<file path="src/rtl/sd_pkg.sv">
// Shared constants and state encoding for the SD-card SPI block reader.
package sd_pkg;

    localparam logic [5:0] CMD17_IDX     = 6'd17;
    localparam logic [7:0] DATA_TOKEN    = 8'hFE;
    localparam int         R1_POLL_LIMIT = 8;
    localparam int         BLOCK_SIZE    = 512;

    typedef enum logic [3:0] {
        S_IDLE,
        S_CMD,
        S_WAIT_R1,
        S_WAIT_TOKEN,
        S_DATA,
        S_CRC,
        S_TRAIL,
        S_DONE,
        S_ERROR
    } sdState_t;

endpackage

</file>
<file path="src/rtl/sd_spi_byte.sv">
// SPI mode-0 byte shifter: one byte out on DI and in from DO, MSB first.
module sd_spi_byte
    import sd_pkg::*;
(
    input  logic       clk,
    input  logic       reset,
    input  logic       tick,
    input  logic       start,
    input  logic [7:0] txByte,
    input  logic       DO,
    output logic [7:0] rxByte,
    output logic       done,
    output logic       busy,
    output logic       SCLK,
    output logic       DI
);

    logic [2:0] bitCnt;
    logic [7:0] txShift;

    // DI is the MSB of the shift register, which idles at all-ones between bytes.
    assign DI = txShift[7];

    always_ff @(posedge clk or negedge reset) begin
        if (!reset) begin
            bitCnt  <= 3'd0;
            txShift <= 8'hFF;
            rxByte  <= 8'h00;
            done    <= 1'b0;
            busy    <= 1'b0;
            SCLK    <= 1'b0;
        end else begin
            done <= 1'b0;
            if (!busy) begin
                if (start) begin
                    busy    <= 1'b1;
                    bitCnt  <= 3'd0;
                    txShift <= txByte;
                end
            end else if (tick) begin
                if (!SCLK) begin
                    SCLK   <= 1'b1;
                    rxByte <= {rxByte[6:0], DO};
                    // done marks the 8th rising edge; the byte still owns the final low half.
                    done   <= (bitCnt == 3'd7);
                end else begin
                    SCLK    <= 1'b0;
                    txShift <= {txShift[6:0], 1'b1};
                    if (bitCnt == 3'd7) begin
                        busy <= 1'b0;
                    end else begin
                        bitCnt <= bitCnt + 3'd1;
                    end
                end
            end
        end
    end

endmodule

</file>
<file path="src/rtl/sd_block_read.sv">
// SD-card single-block read (CMD17) over SPI: command, R1, token, 512 data bytes, CRC, trailer.
module sd_block_read
    import sd_pkg::*;
#(
    parameter int CLK_DIV       = 4,
    parameter int TOKEN_TIMEOUT = 4096
)
(
    input  logic        clk,
    input  logic        reset,
    input  logic        DO,
    output logic        SCLK,
    output logic        DI,
    output logic        CS,
    input  logic        isStart,
    input  logic [31:0] blockAddr,
    input  logic        isHighCap,
    output logic [7:0]  dataOut,
    output logic        dataValid,
    output logic        isBusy,
    output logic        isFinish,
    output logic        isError,
    output logic [7:0]  errCode
);

    localparam int DIV_W  = $clog2(CLK_DIV);
    localparam int POLL_W = $clog2((TOKEN_TIMEOUT > R1_POLL_LIMIT) ? TOKEN_TIMEOUT : R1_POLL_LIMIT) + 1;

    sdState_t          state;
    logic [DIV_W-1:0]  divCnt;
    logic [2:0]        cmdIdx;
    logic [POLL_W-1:0] pollCnt;
    logic [9:0]        byteCnt;
    logic              crcCnt;
    logic [31:0]       arg;
    logic [7:0]        txByte;
    logic [7:0]        rxByte;
    logic              byteDone;
    logic              byteBusy;
    logic              byteStart;
    logic              tick;
    logic              shifting;

    assign shifting  = state inside {S_CMD, S_WAIT_R1, S_WAIT_TOKEN, S_DATA, S_CRC, S_TRAIL};
    assign byteStart = shifting && !byteBusy;
    assign tick      = byteBusy && (divCnt == DIV_W'(CLK_DIV - 1));

    always_comb begin
        txByte = 8'hFF;
        if (state == S_CMD) begin
            case (cmdIdx)
                3'd0:    txByte = {2'b01, CMD17_IDX};
                3'd1:    txByte = arg[31:24];
                3'd2:    txByte = arg[23:16];
                3'd3:    txByte = arg[15:8];
                3'd4:    txByte = arg[7:0];
                default: txByte = 8'hFF;
            endcase
        end
    end

    sd_spi_byte u_byte (
        .clk    (clk),
        .reset  (reset),
        .tick   (tick),
        .start  (byteStart),
        .txByte (txByte),
        .DO     (DO),
        .rxByte (rxByte),
        .done   (byteDone),
        .busy   (byteBusy),
        .SCLK   (SCLK),
        .DI     (DI)
    );

    always_ff @(posedge clk or negedge reset) begin
        if (!reset) begin
            state     <= S_IDLE;
            divCnt    <= '0;
            cmdIdx    <= 3'd0;
            pollCnt   <= '0;
            byteCnt   <= 10'd0;
            crcCnt    <= 1'b0;
            arg       <= 32'h0;
            CS        <= 1'b1;
            dataOut   <= 8'h00;
            dataValid <= 1'b0;
            isBusy    <= 1'b0;
            isFinish  <= 1'b0;
            isError   <= 1'b0;
            errCode   <= 8'h00;
        end else begin
            dataValid <= 1'b0;
            // Divider restarts with every byte so each first SCLK edge is a full half-period after DI.
            if (!byteBusy || tick) divCnt <= '0;
            else                   divCnt <= divCnt + 1'b1;

            case (state)
                S_IDLE, S_DONE, S_ERROR: begin
                    if (isStart) begin
                        arg      <= isHighCap ? blockAddr : {blockAddr[22:0], 9'b0};
                        isFinish <= 1'b0;
                        isError  <= 1'b0;
                        isBusy   <= 1'b1;
                        CS       <= 1'b0;
                        cmdIdx   <= 3'd0;
                        state    <= S_CMD;
                    end
                end
                S_CMD: if (byteDone) begin
                    if (cmdIdx == 3'd5) begin
                        pollCnt <= '0;
                        state   <= S_WAIT_R1;
                    end else begin
                        cmdIdx <= cmdIdx + 3'd1;
                    end
                end
                S_WAIT_R1: if (byteDone) begin
                    if (!rxByte[7]) begin
                        if (rxByte == 8'h00) begin
                            pollCnt <= '0;
                            state   <= S_WAIT_TOKEN;
                        end else begin
                            errCode <= rxByte;
                            isError <= 1'b1;
                            isBusy  <= 1'b0;
                            CS      <= 1'b1;
                            state   <= S_ERROR;
                        end
                    end else if (pollCnt == POLL_W'(R1_POLL_LIMIT - 1)) begin
                        errCode <= 8'hFF;
                        isError <= 1'b1;
                        isBusy  <= 1'b0;
                        CS      <= 1'b1;
                        state   <= S_ERROR;
                    end else begin
                        pollCnt <= pollCnt + 1'b1;
                    end
                end
                S_WAIT_TOKEN: if (byteDone) begin
                    if (rxByte == DATA_TOKEN) begin
                        byteCnt <= 10'd0;
                        state   <= S_DATA;
                    end else if (rxByte[7:5] == 3'b000) begin
                        errCode <= rxByte;
                        isError <= 1'b1;
                        isBusy  <= 1'b0;
                        CS      <= 1'b1;
                        state   <= S_ERROR;
                    end else if (pollCnt == POLL_W'(TOKEN_TIMEOUT - 1)) begin
                        errCode <= 8'hFF;
                        isError <= 1'b1;
                        isBusy  <= 1'b0;
                        CS      <= 1'b1;
                        state   <= S_ERROR;
                    end else begin
                        pollCnt <= pollCnt + 1'b1;
                    end
                end
                S_DATA: if (byteDone) begin
                    dataOut   <= rxByte;
                    dataValid <= 1'b1;
                    if (byteCnt == 10'(BLOCK_SIZE - 1)) begin
                        crcCnt <= 1'b0;
                        state  <= S_CRC;
                    end else begin
                        byteCnt <= byteCnt + 10'd1;
                    end
                end
                S_CRC: if (byteDone) begin
                    if (crcCnt) begin
                        CS    <= 1'b1;
                        state <= S_TRAIL;
                    end else begin
                        crcCnt <= 1'b1;
                    end
                end
                S_TRAIL: if (byteDone) begin
                    isFinish <= 1'b1;
                    isBusy   <= 1'b0;
                    state    <= S_DONE;
                end
                default: state <= S_IDLE;
            endcase
        end
    end

endmodule

</file>
<file path="config.mk">
export PLATFORM = sky130hd
export DESIGN_NAME = sd_block_read
export DESIGN_NICKNAME = d
export VERILOG_FILES = /design/src/rtl/sd_pkg.sv /design/src/rtl/sd_spi_byte.sv /design/src/rtl/sd_block_read.sv
export SDC_FILE = /design/constraint.sdc
export NUM_CORES = 1
export LEC_CHECK = 0
export CAP_MARGIN = 20
export CORE_MARGIN = 4
export CORE_UTILIZATION = 57
export CTS_CLUSTER_DIAMETER = 50
export CTS_CLUSTER_SIZE = 10
export DETAILED_ROUTE_END_ITERATION = 7
export GPL_TIMING_DRIVEN = 0
export HOLD_SLACK_MARGIN = 0.1
export PLACE_DENSITY_LB_ADDON = 0.15
export RECOVER_POWER = 50
export SYNTH_ARGS = -nofsm -noshare
export SYNTH_HDL_FRONTEND = slang
export SYNTH_SLANG_ARGS = --single-unit
</file>
<file path="constraint.sdc">
create_clock -name clk -period 3.3 [get_ports clk]
set_clock_uncertainty 0.05 [all_clocks]
set_input_delay 0.66 -clock clk [delete_from_list [all_inputs] [get_ports clk]]
set_output_delay 0.66 -clock clk [all_outputs]
set_load 0.02 [all_outputs]
</file>
# Word-level counts from Yosys, hierarchy flattened

Index checks and enable logic that the tools add are counted.

Reductions and logical operators: 36
Equality and inequality tests: 44
Mux-type cells: 99
Bitwise gates (word level): 1
Add/sub/neg operators: 5

Operator list:

| operator                                              | number |
|---|---|
| 2-to-1 mux 13 bit                                     | 10 |
| 2-to-1 mux 8 bit                                      | 13 |
| 2-to-1 mux 4 bit                                      | 16 |
| 2-to-1 mux 10 bit                                     | 4 |
| case mux 8 bit (5 select lines)                       | 1 |
| case mux 13 bit (3 select lines)                      | 1 |
| 2-to-1 mux 1 bit                                      | 35 |
| 2-to-1 mux 32 bit                                     | 1 |
| case mux 4 bit (7 select lines)                       | 1 |
| 2-to-1 mux 3 bit                                      | 8 |
| != test 2 bit, second input constant                  | 10 |
| case mux 10 bit (2 select lines)                      | 1 |
| AND reduction 10 bit                                  | 2 |
| != test 2 x 1 -> 1 bit, second input constant         | 9 |
| equality test 4 x 3 -> 1 bit, second input constant   | 4 |
| case mux 8 bit (2 select lines)                       | 1 |
| adder 13 x 1 -> 13 bit, second input constant         | 1 |
| equality test 13 x 12 -> 1 bit, second input constant | 1 |
| equality test 13 x 3 -> 1 bit, second input constant  | 1 |
| AND reduction 12 bit                                  | 1 |
| AND reduction 4 bit                                   | 3 |
| nonzero test 2 bit                                    | 6 |
| adder 10 x 1 -> 10 bit, second input constant         | 1 |
| equality test 10 x 9 -> 1 bit, second input constant  | 1 |
| 36 further kinds                                      | 53 |

Input bits: 37
Register bits: 108
Logic and storage cells: 205

# Longest topological paths before layout

Depth in word-level cells: 6
Mapped depth: 9

# Hierarchy

Synthesis repeated with hierarchy kept, for this count alone.

Cells, all modules: 578
Area, all modules: 5532.8 um2

Modules (own cells, without submodules):

| module        | area an instance (um2) | sequential area each (um2) | cells each | times used |
|---|---|---|---|---|
| sd_block_read | 4583.1                 | 2153.3                     | 499        | 1 |
| sd_spi_byte   | 949.7                  | 560.5                      | 79         | 1 |

# Worst setup path before layout

Ideal clock, no wire load.

Path type: reg2reg
Start: register cmdIdx[1]
End: register pollCnt[6]
Path buffers: 2
Setup time: 0.110 ns
Path slack: 0.756 ns
Cell stages (with the launch flop): 10
Period minus slack after synthesis: 2.544 ns
Arrival time: 2.384 ns
Cells stage by stage: dfrtp_1 > inv_1 > ha_1 > clkbuf_2 > nand2_1 > a2111o_1 > a311o_1 > or3_1 > clkbuf_1 > o41ai_1

Word-level cells in the longest chain between the ends: 3

RTL lines:

| element                          | line                 | source |
|---|---|---|
| start: declaration               | sd_block_read.sv:31  | `logic [2:0] cmdIdx;` |
| start signal: assignment         | sd_block_read.sv:115 | `cmdIdx <= cmdIdx + 3'd1;` |
| equality test 3 bit              | sd_block_read.sv:111 | `if (cmdIdx == 3'd5) begin` |
| != test 2 x 1 -> 1 bit (no line) | n/a                  |  |
| AND reduction 10 bit (no line)   | n/a                  |  |
| end signal: assignment           | sd_block_read.sv:137 | `pollCnt <= pollCnt + 1'b1;` |
| end signal: assignment           | sd_block_read.sv:157 | `pollCnt <= pollCnt + 1'b1;` |
| end: declaration                 | sd_block_read.sv:32  | `logic [POLL_W-1:0] pollCnt;` |

No other way between the ends.
A chain may end at the register's enable or synchronous reset.

# Final worst setup path

Same ends and word-level chain as after synthesis.

==> reports/results.ini <==
[cts]
cts_sinks = 108
cts_max_level = 3
clock_path_buffers = 2
cts_resized = 0
clkLatencyLatePin_ns = 0.38
post_cts_buffers = 0
clockRootBuffer = clkbuf_8
cts_tree = yes
hold_buffers = 0
clkSlewWorstSetupHoldPaths_ns = 0.10
cts-buffers-inserted = 9

[synth]
yosysMostFrequentCell = dfrtp_1
ys_async_sr_fraction = 1.00
synth.largest_area_cell = dfrtp_1
synth_compound_area_frac = 0.179
synth-edff-count = 0
syn_area_um2 = 5680
synth_mux_area_frac = 0.0978
yosysUniqueCellTypes = 62
synth_seq_cells = 108
synthAdderAreaFrac = 0.0220
yosys-top-cells-count = 99 x dfrtp_1, 74 x nand2_1, 58 x o21ai_0, 32 x nor2_1, 30 x clkbuf_1
synthSimpleGateAreaFrac = 0.174
netlist.area_leader.share = 0.436
syn_nets = 624
synthCells = 577
syn_area_per_cell_um2 = 9.84
synth_top_family_by_area = compound AO/OA/AOI/OAI gates
synthFlopType = dfrtp_1
synth.area.top_cells = dfrtp_1 44%, o21ai_0 5.1%, nand2_1 4.9%
synthXorXnorAreaFrac = 0.0123
ys_seq_area_frac = 0.478
ys_warn_count = 0

[floorplan]
die_width_um = 108
core_area_um2 = 9730
dieArea_um2 = 11600
row_count = 36
initial_core_util = 0.584
io_pins = 60
die_h_um = 108

[min_path]
min_path_type = flip-flop to flip-flop

[setup_path]
cp-endpoint = pollCnt[6]
r2r-start = cmdIdx[1]
reg2reg_depth = 9
rrSetupSlack_ns = 0.30
startpoint = cmdIdx[1]
rr_endpoint = pollCnt[6]
cp_max_fo = 10
worstPathArrival_ns = 3.21
end_kind = flip-flop
path_class = flip-flop to flip-flop
cp.required_ns = 3.51
startpoint_type = flip-flop

[run]
maxCapViolCount = 0

[drt]
drc = 0
firstDrtPassIters = 5
vias = 4797
viasPerCell = 6.11
drtAntennaViolNets = 0
drt-total-wl_mm = 13.7
initialDrtViolationCount = 276
wire_per_inst_um = 17.5

[placed_design]
postPlaceCellArea_um2 = 6450
port_buffers = 58
gp_congestion = 0.904
dp_slack_ns = 0.301
hpwl_mm = 9.87

[global_route]
overflow = 0
grt_max_degree = 56
track_usage = 0.248
first_global_vias = 4811
grt_antenna_before_repair = 0
grt_pass1_wl_mm = 22.9

[pwr]
power_uw = 4860
p_leak_uw = 0.00291
vdd_drop_max_v = 0.000494
p_per_area_nw_per_um2 = 728

[cells_and_area]
drive_above_1_share = 0.0966
area_growth_pct = 17.5
design_area_um2 = 6670
filler_cell_count = 797
antenna_cells = 0
nNetsFinal = 694

[timing]
setup_slack_ns = 0.296
period_minus_slack_ns = 3.00
worst_pin_slew_ns = 1.35
fin_setup_tns_ns = 0
hold_viol = 0
finalMaxSlewViolations = 0
rsz0062_at_grt = no
fin_crit_sh = 0.910
slew_headroom = 0.0971
max_freq_ghz = 0.333
setup_viol = 0
hold_slack_ns = 0.389

[status]
outcome = completed

==> cells in the final DEF (no fill, tap or decap), types with 11 or more instances in the layout <==
master | Yosys | final
dfrtp_1 | 99 | 99
mux2i_1 | 27 | 27
nand3_1 | 20 | 20
inv_1 | 20 | 20
o31ai_1 | 15 | 15
nand2_1 | 74 | 74
nor3_1 | 11 | 11
clkbuf_1 | 30 | 31
mux2_2 | 16 | 16
o21ai_0 | 58 | 58
clkdlybuf4s50_1 | 0 | 57
nor2_1 | 32 | 32
==> how the worst min path moves through the flow <==
stage	cells past startpoint	startpoint	slack, ns	to
floorplan	0	reset	0.31	arg[0]
global placement	1	divCnt[0]	0.37	divCnt[0]
detailed placement	1	divCnt[0]	0.38	divCnt[0]
CTS	1	reset	0.28	arg[16]
global route	1	divCnt[0]	0.42	divCnt[0]
finish	1	divCnt[0]	0.39	divCnt[0]
==> critical path, cell delays in order (launching register included) <==
cell and delay (ns):
dfrtp_1 0.43, inv_1 0.10, ha_1 0.14, clkbuf_2 0.22, nand2_1 0.13, a2111o_1 0.46
a311o_1 0.41, or3_1 0.40, clkbuf_1 0.24, o41ai_1 0.32
==> where the power goes <==
group / internal, uW / switching, uW
clock network: 509 / 461
registers: 1750 / 287
logic: 793 / 1060
==> metrics by stage <==
stage / utilization / std cells
floorplan: - / 577
global placement: 0.660 / 768
detailed placement: 0.663 / 769
CTS: 0.689 / 785
global route: 0.686 / 785
finish: 0.686 / 785
==> layer usage <==
metal  vias to the layer above  share of wire  GRT usage
met5                         -              0          0
met2                       180           0.49      0.429
met1                      2335           0.43      0.302
met4                         0          0.026     0.0965
met3                        34          0.055     0.0516
li1                       2248              -          -
==> state kept, by name (all words and copies together), names as in the netlist, 2 cells and up <==
name	cells
pollCnt	13
divCnt	2
u_byte.bitCnt	3
arg	32
cmdIdx	3
u_byte.rxByte	8
byteCnt	10
errCode	8
u_byte.txShift	8
state	4
dataOut	8
==> final cells by class <==
cell class	count	area [um^2]	area share
plain buffers	34	136	0.0204
clock buffers	9	124	0.0186
clock inverters	7	124	0.0186
inverters	20	75.1	0.0112
multi-input cells	415	2750	0.413
flip-flops and latches	108	2710	0.407
well taps	133	166	0.0249
repair buffers	59	581	0.0870
==> logic make-up after synthesis <==
family                   Yosys count
XOR/XNOR                           8
flip-flops                       108
adder cells (fa/ha/maj)           10
AO/OA/AOI/OAI                    151
multiplexers                      50
buffers and inverters             54
AND/OR/NAND/NOR                  196
No activity file was read; power rests on OpenSTA's default activity.
